## src/rtl/cpu_pkg.sv

```systemverilog
// Shared CPU definitions: datapath width, default reset PC, fetch FSM states.
// Ports: none (package).
// Imported by the fetch stage and anything else that needs XLEN-sized types.
package cpu_pkg;

  localparam int XLEN       = 32;
  localparam int INSN_BYTES = 4;

  localparam logic [XLEN-1:0] DEFAULT_RESET_PC = 32'h0000_0000;

  typedef enum logic [1:0] {
    REQ   = 2'd0,
    WAIT  = 2'd1,
    HOLD  = 2'd2,
    FAULT = 2'd3
  } fetch_state_t;

endpackage

```

## src/rtl/fetch_stage.sv

```systemverilog
// Instruction fetch stage: owns the PC, issues one imem read per instruction,
// holds the fetched word for decode, and stops with a sticky fault on a
// misaligned next_pc.
// Ports: clk/reset (sync, active-high); next_pc in / pc_plus4 out to the
// next-PC mux; imem_req_* (valid/ready) and imem_resp_* (valid only) to
// memory; inst_* (valid/ready) to decode; fetch_fault/fault_pc/fetch_count
// status.
// Min 3 cycles per instruction; imem_req_ready low stalls in REQ, inst_ready
// low stalls in HOLD.
module fetch_stage
  import cpu_pkg::*;
#(
  parameter logic [XLEN-1:0] RESET_PC = DEFAULT_RESET_PC
) (
  input  logic            clk,
  input  logic            reset,
  input  logic [XLEN-1:0] next_pc,
  output logic [XLEN-1:0] pc_plus4,
  output logic [XLEN-1:0] pc,
  output logic            imem_req_valid,
  input  logic            imem_req_ready,
  output logic [XLEN-1:0] imem_addr,
  input  logic            imem_resp_valid,
  input  logic [XLEN-1:0] imem_resp_data,
  output logic            inst_valid,
  input  logic            inst_ready,
  output logic [XLEN-1:0] inst,
  output logic [XLEN-1:0] inst_pc,
  output logic            fetch_fault,
  output logic [XLEN-1:0] fault_pc,
  output logic [XLEN-1:0] fetch_count
);

  fetch_state_t    r_state;
  fetch_state_t    w_state_nxt;
  logic [XLEN-1:0] r_pc;
  logic [XLEN-1:0] r_inst;
  logic [XLEN-1:0] r_inst_pc;
  logic [XLEN-1:0] r_fault_pc;
  logic [XLEN-1:0] r_fetch_count;

  logic w_req_vld;
  logic w_inst_vld;
  logic w_fault;
  logic w_aligned;
  logic w_handoff;
  logic w_resp_take;

  assign w_aligned   = (next_pc[1:0] == 2'b00);
  assign w_handoff   = (r_state == HOLD) && inst_ready;
  // A response is only meaningful while waiting; anything else is ignored.
  assign w_resp_take = (r_state == WAIT) && imem_resp_valid;

  // Next state plus state-decoded outputs; the valid/fault outputs depend on
  // r_state alone so there is no input-to-output combinational path.
  always_comb begin
    w_state_nxt = r_state;
    w_req_vld   = 1'b0;
    w_inst_vld  = 1'b0;
    w_fault     = 1'b0;
    unique case (r_state)
      REQ: begin
        w_req_vld = 1'b1;
        if (imem_req_ready) w_state_nxt = WAIT;
      end
      WAIT: begin
        if (imem_resp_valid) w_state_nxt = HOLD;
      end
      HOLD: begin
        w_inst_vld = 1'b1;
        if (inst_ready) w_state_nxt = w_aligned ? REQ : FAULT;
      end
      FAULT: begin
        w_fault = 1'b1;
      end
      default: begin
        w_state_nxt = REQ;
      end
    endcase
  end

  always_ff @(posedge clk) begin
    if (reset) begin
      r_state       <= REQ;
      r_pc          <= RESET_PC;
      r_inst        <= '0;
      r_inst_pc     <= '0;
      r_fault_pc    <= '0;
      r_fetch_count <= '0;
    end else begin
      r_state <= w_state_nxt;
      if (w_resp_take) begin
        r_inst    <= imem_resp_data;
        r_inst_pc <= r_pc;
      end
      // next_pc is only looked at on the decode handoff; a misaligned
      // target still counts as handed off but leaves pc where it was.
      if (w_handoff) begin
        r_fetch_count <= r_fetch_count + 32'd1;
        if (w_aligned) begin
          r_pc <= next_pc;
        end else begin
          r_fault_pc <= next_pc;
        end
      end
    end
  end

  assign pc             = r_pc;
  assign pc_plus4       = r_pc + XLEN'(INSN_BYTES);
  assign imem_addr      = r_pc;
  assign imem_req_valid = w_req_vld;
  assign inst_valid     = w_inst_vld;
  assign fetch_fault    = w_fault;
  assign inst           = r_inst;
  assign inst_pc        = r_inst_pc;
  assign fault_pc       = r_fault_pc;
  assign fetch_count    = r_fetch_count;

endmodule

```

## config.mk

```make
export PLATFORM = sky130hd
export DESIGN_NAME = fetch_stage
export DESIGN_NICKNAME = d
export VERILOG_FILES = /design/src/rtl/cpu_pkg.sv /design/src/rtl/fetch_stage.sv
export SDC_FILE = /design/constraint.sdc
export NUM_CORES = 1
export LEC_CHECK = 0
export ABC_AREA = 1
export BUFFER_PORTS_ARGS = -buffer_cell sky130_fd_sc_hd__buf_2
export CORE_MARGIN = 2
export CORE_UTILIZATION = 35
export DETAILED_ROUTE_END_ITERATION = 16
export MAX_ROUTING_LAYER = met4
export PLACE_DENSITY_LB_ADDON = 0.2
export SLEW_MARGIN = 5
export SYNTH_ARGS = -nofsm -noshare
export SYNTH_HDL_FRONTEND = slang
export SYNTH_SLANG_ARGS = --single-unit
```

## constraint.sdc

```tcl
create_clock -name clk -period 1.5 [get_ports clk]
set_input_delay 0.075 -clock clk [delete_from_list [all_inputs] [get_ports clk]]
set_output_delay 0.075 -clock clk [all_outputs]
set_load 0.02 [all_outputs]
```

==> reports/metrics.yaml, run 1 <==
status: "finished, violations left"
setup_viol: 27
finalCritPeriodShare_pct: 129
wl_per_cell_um: 15.8
h-tree-depth: 4
gp_congestion: 0.903
hpwlAfterDp_mm: 19.4
synthCells: 1021
p_clk_share_pct: 40.2
num-nets-final: 1513
drt_iter0_drc: 463
arrival_ps: 1850
num_antenna_cells: 0
critical_path_required_ps: 1420
synthesis.area_sq_um: 7400
end_kind: "output pin"
rows: 53
worstHoldPathType: "primary input to register"
cp-start-kind: "register"
core-area_sq_um: 20900
first_global_vias: 7561
p_per_area_nw_per_um2: 926
vdd_drop_max_uv: 764
die_area_sq_um: 22300
synth-seq-area-share_pct: 43.9
antenna_found_initial: 0
path_cells: "ha_4, nand2_4, nor3_4, nand2_2, nor2_4, nand2_2, xnor2_4, buf_6"
path_class: "register to output pin"
path_common_cell: "nand2_2"
grt_max_degree: 48
drive_gt1_share_pct: 41.9
cap_violations: 0
cts_buffers: 17
drt-total-wl_mm: 27.2
ys_types: 34
insertion_delay_ps: 430
die_h_um: 149
placed_area_sq_um: 9700
hold_violations: 0
fmax_ghz: 0.518
num_vias: 8107
synth_area_per_cell_sq_um: 7.24
io_buffers: 295
ys_warn_count: 0
drc: 0
violations: "negative setup slack"
slew_violations: 0
fin_skew_ps: 11.1
clock-sinks: 162
clk_pin_slew_ps: 70
min_period_ps: 1930
worst_slack_ps: -429
gr-total-overflow: 0
fin_setup_tns_ps: -8820
io_pins: 296
syn_nets: 1097
comb_power_share_pct: 17.6
netSwitchingPower_mw: 3.11
die_w_um: 149
slew_headroom_pct: 67.6
viasPerCell: 4.70
grt_pass1_wl_mm: 40.2
p_leak_nw: 5.71
syn_to_final_growth_pct: 61.6
tightestPinTransition_ps: 487
firstDrtPassIters: 5
seqPwrFrac_pct: 42.2
slowest_stage: "dfxtp_4"
p_sw_share_pct: 28.1
final_util_pct: 57.2
cts_root_buffer: "clkbuf_16"
start_util_pct: 35.4
worst-path-max-fanout: 3
dpl.cell_count: 1602
stdcell_area_sq_um: 12000
ys_ff_latch: 162
layout.cells.non_filler: 1724
place_ws_ps: -187
drtAntennaViolNets: 0
rsz0062_at_grt: "yes"
p_int_mw: 7.96
grt_usage_pct: 23.9
slowest_delay_ps: 370
cts_tree: "done"
clockBufferDepth: 2
## per-layer routing
metal | global-route usage [%] | part of all wire (%)
met3 | 4.50 | 5.3
met4 | 6.52 | 1.6
met1 | 30.7 | 45
met5 | - | 0
met2 | 38.5 | 48
## power groups by stage
stage | clock network [mW] | registers, mW | logic (mW)
2_1_floorplan | 0 | 5.08 | 0.632
3_3_place_gp | 0 | 4.77 | 1.58
3_5_place_dp | 0 | 4.78 | 1.59
4_1_cts | 4.52 | 4.68 | 1.84
5_1_grt | 4.69 | 4.70 | 2.13
6_report | 4.44 | 4.67 | 1.95
## state kept, by name (all words and copies together), names as in the netlist
register     flops
r_state          2
inst            32
fault_pc        32
inst_pc         32
imem_addr       32
fetch_count     32
## cell type report
| cell class | count | area, sq um |
|---|---|---|
| clock inverter | 10 | 124 |
| timing repair buffer | 478 | 3400 |
| inverter | 79 | 325 |
| sequential | 162 | 3310 |
| tap | 275 | 344 |
| multi-input combinational | 699 | 3980 |
| fill | 1912 | 8940 |
| clock buffer | 21 | 470 |
## cell usage after synthesis (all sizes together)
library cell	instances	area share, %
a21oi	80	5.4
a31oi	1	0.085
and3	1	0.085
buf	50	4.7
clkbuf	32	1.6
dfxtp	162	44
ha	7	1.2
inv	79	4.0
nand2	160	8.5
nand3	65	4.8
nand3b	2	0.20
nand4	10	0.85
nor2	216	12
nor3	19	1.7
o21a	1	0.10
o21ai	106	7.2
o22ai	1	0.085
or2	1	0.085
xnor2	4	0.58
xor2	24	2.8
## what timing repair did
item                                    4_1_cts  5_1_grt
gates cloned                                  2        3
pin swaps                                    33       39
hold endpoints to repair                     94        0
resized for setup                           117      122
setup buffers                                13       14
hold buffers                                 64        0
endpoints found under the setup margin      111      137
## cells by family (layout without fill, tap and decap cells)
| group | Yosys count | in the layout | synth area share, % |
|---|---|---|---|
| AND/OR/NAND/NOR | 474 | 475 | 28.3 |
| AO/OA/AOI/OAI | 189 | 189 | 12.9 |
| flip-flops | 162 | 162 | 43.9 |
| buffers and inverters | 161 | 588 | 10.4 |
| XOR/XNOR | 28 | 28 | 3.42 |
| adder cells (fa/ha/maj) | 7 | 7 | 1.18 |
## path summary, 6_finish.rpt
path	end	from	slack [ps]	cells after the start
min reg2reg	fault_pc[18]	fault_pc[18]	460	2
max reg2reg	fetch_count[17]	r_state[0]	50	10
max	pc_plus4[20]	imem_addr[3]	-430	8
min	fetch_count[0]	inst_ready	10	3
## critical path: cells and delay by family, from the launching register on
family / cells / cell delay, ps
xor gates and xnor gates: 1 / 170
adders and majority gates: 1 / 140
and+or+nand+nor: 5 / 610
DFF: 1 / 370
buffers and inverters: 1 / 130
## placed cells by master (no fill, tap or decap), drive strengths merged, types with 10 or more instances in the layout
master,instances
clkbuf,23
a21oi,80
buf,411
nand2,161
nand3,65
dfxtp,162
xor2,24
nor2,216
inv,80
nand4,10
dlygate4sd3,64
nor3,19
o21ai,106
## per-stage QoR
step | total power, mW | hold WS (ps)
6_report | 11.1 | 10.3
3_5_place_dp | 6.37 | 319
3_3_place_gp | 6.35 | 313
4_1_cts | 11.0 | 45.4
5_1_grt | 11.5 | 15.1
2_1_floorplan | 5.71 | 209
Power figures use the tool's default switching activity.
==> inputs of run 2 (changes only) <==
--- a/config.mk
+++ b/config.mk
@@ -10,7 +10,6 @@
 export CORE_MARGIN = 2
 export CORE_UTILIZATION = 35
 export DETAILED_ROUTE_END_ITERATION = 16
-export MAX_ROUTING_LAYER = met4
 export PLACE_DENSITY_LB_ADDON = 0.2
 export SLEW_MARGIN = 5
 export SYNTH_ARGS = -nofsm -noshare
==> run 2 against run 1 <==
Compared with the run above:
- the run still ends with negative setup slack left
- die area unchanged
- non-clock buffer count unchanged
- critical path depth unchanged
- first-iteration DRC count down 4.1%
- maximum frequency up 0.32%
- global-route usage down 0.65 points
- clock skew up 0.64 ps
- via count about the same
- worst setup slack better by 6.2 ps
- routed wire length up 0.34%
==> reports/metrics.yaml, run 2 (synthesis gave the netlist of run 1 again) <==
status: "finished, violations left"
violations: "negative setup slack"
rows: 53  # unchanged
power_mw: 11.1  # about the same
min_period_ps: 1920  # -6.17 ps
syn_to_final_growth_pct: 61.6  # unchanged
cap_violations: 0  # unchanged
wl_per_cell_um: 15.8  # +0.34%
num_antenna_cells: 0  # unchanged
critical_path_required_ps: 1420  # about the same
tightestPinTransition_ps: 491  # +4.87 ps
gp_congestion: 0.888  # -1.7%
firstDrtPassIters: 5  # unchanged
worst_slack_ps: -423  # +6.17 ps
hpwlAfterDp_mm: 19.4  # unchanged
grt_max_degree: 48  # unchanged
slew_headroom_pct: 67.2  # -0.32 points
rsz0062_at_grt: "yes"
antenna_found_initial: 0  # unchanged
cts_buffers: 17  # unchanged
die_h_um: 149  # unchanged
slew_violations: 0  # unchanged
layout_common_cells: "buf_2 (267), nor2_1 (182), dfxtp_1 (133)"
fmax_ghz: 0.520  # +0.32%
clock-sinks: 162  # unchanged
io_pins: 296  # unchanged
clk_pin_slew_ps: 70  # about the same
placed_area_sq_um: 9700  # unchanged
arrival_ps: 1850  # about the same
die_area_sq_um: 22300  # unchanged
final_common_cell: "buf_2"
viasPerCell: 4.70  # about the same
drc: 0  # unchanged
num-nets-final: 1513  # unchanged
vdd_drop_max_uv: 760  # -0.60%
place_ws_ps: -187  # unchanged
p_per_area_nw_per_um2: 925  # about the same
setup_viol: 27  # unchanged
start_util_pct: 35.4  # unchanged
p_leak_nw: 5.71  # unchanged
insertion_delay_ps: 430  # about the same
seq_area_sq_um: 3310  # unchanged
cts_tree: "done"
hold_violations: 0  # unchanged
drt_iter0_drc: 444  # -4.1%
cts_root_buffer: "clkbuf_16"
gr-total-overflow: 0  # unchanged
end_kind: "output pin"
finalCritPeriodShare_pct: 128  # -0.41 points
worstHoldPathType: "primary input to register"
path_class: "register to output pin"
grt_pass1_wl_mm: 40.2  # about the same
clockBufferDepth: 2  # unchanged
fin_skew_ps: 11.7  # +0.636 ps
cp-start-kind: "register"
drt-total-wl_mm: 27.3  # +0.34%
worst-path-max-fanout: 3  # unchanged
stdcell_area_sq_um: 12000  # unchanged
h-tree-depth: 4  # unchanged
drtAntennaViolNets: 0  # unchanged
core-area_sq_um: 20900  # unchanged
num_vias: 8099  # -0.099%
fin_hold_ws_ps: 14.3  # +3.98 ps
fill_cells: 1912  # unchanged
first_global_vias: 7567  # +0.079%
drive_gt1_share_pct: 41.9  # unchanged
multi_input_area_sq_um: 3980  # unchanged
io_buffers: 295  # unchanged
grt_usage_pct: 23.2  # -0.65 points
final_util_pct: 57.2  # unchanged
die_w_um: 149  # unchanged
## run 2: area by class of cell
class                           instances  share of cell area [%]
Clock buffer                           21                    3.94
Clock inverter                         10                    1.04
Inverter                               79                    2.72
Multi-Input combinational cell        699                    33.3
Sequential cell                       162                    27.7
Tap cell                              275                    2.88
Timing Repair Buffer                  478                    28.5
## run 2: final timing paths
kind | cells past startpoint | from | slack (ps) | to
max | 8 | imem_addr[3] | -420 | pc_plus4[20]
min | 3 | inst_ready | 10 | fetch_count[0]
max reg2reg | 10 | r_state[0] | 50 | fetch_count[17]
min reg2reg | 2 | fault_pc[18] | 460 | fault_pc[18]
## run 2: timing repair
item | CTS | global route
setup endpoints to repair | 111 | 138
buffers inserted | 13 | 14
cloned | 2 | 3
pin swaps | 33 | 39
endpoints found under the hold margin | 94 | 0
resized for setup | 117 | 122
hold buffers | 64 | 0
## run 2: power by group
part / switching, mW / internal, mW
logic: 1.12 / 0.821
clock network: 1.84 / 2.60
registers: 0.135 / 4.54
total: 3.10 / 7.96
## run 2: critical path, stage by stage (launching register included)
cell and delay, ps:
dfxtp_4 370, ha_4 140, nand2_4 60, nor3_4 180, nand2_2 110, nor2_4 150
nand2_2 110, xnor2_4 170, buf_6 130
## run 2: layer usage
layer	vias up	share of wire, %	global-route usage (%)
li1	4073	-	-
met1	3747	45	30.5
met2	251	48	38.6
met3	28	5.3	4.83
met4	0	1.4	6.67
met5	-	0	0
## run 2: stage by stage
stage / instances / TNS (ps)
after floorplan: 1021 / -146
after global placement: 1602 / -3020
after detailed placement: 1602 / -6440
after CTS: 1711 / -8880
after global routing: 1724 / -11310
final: 1724 / -8740
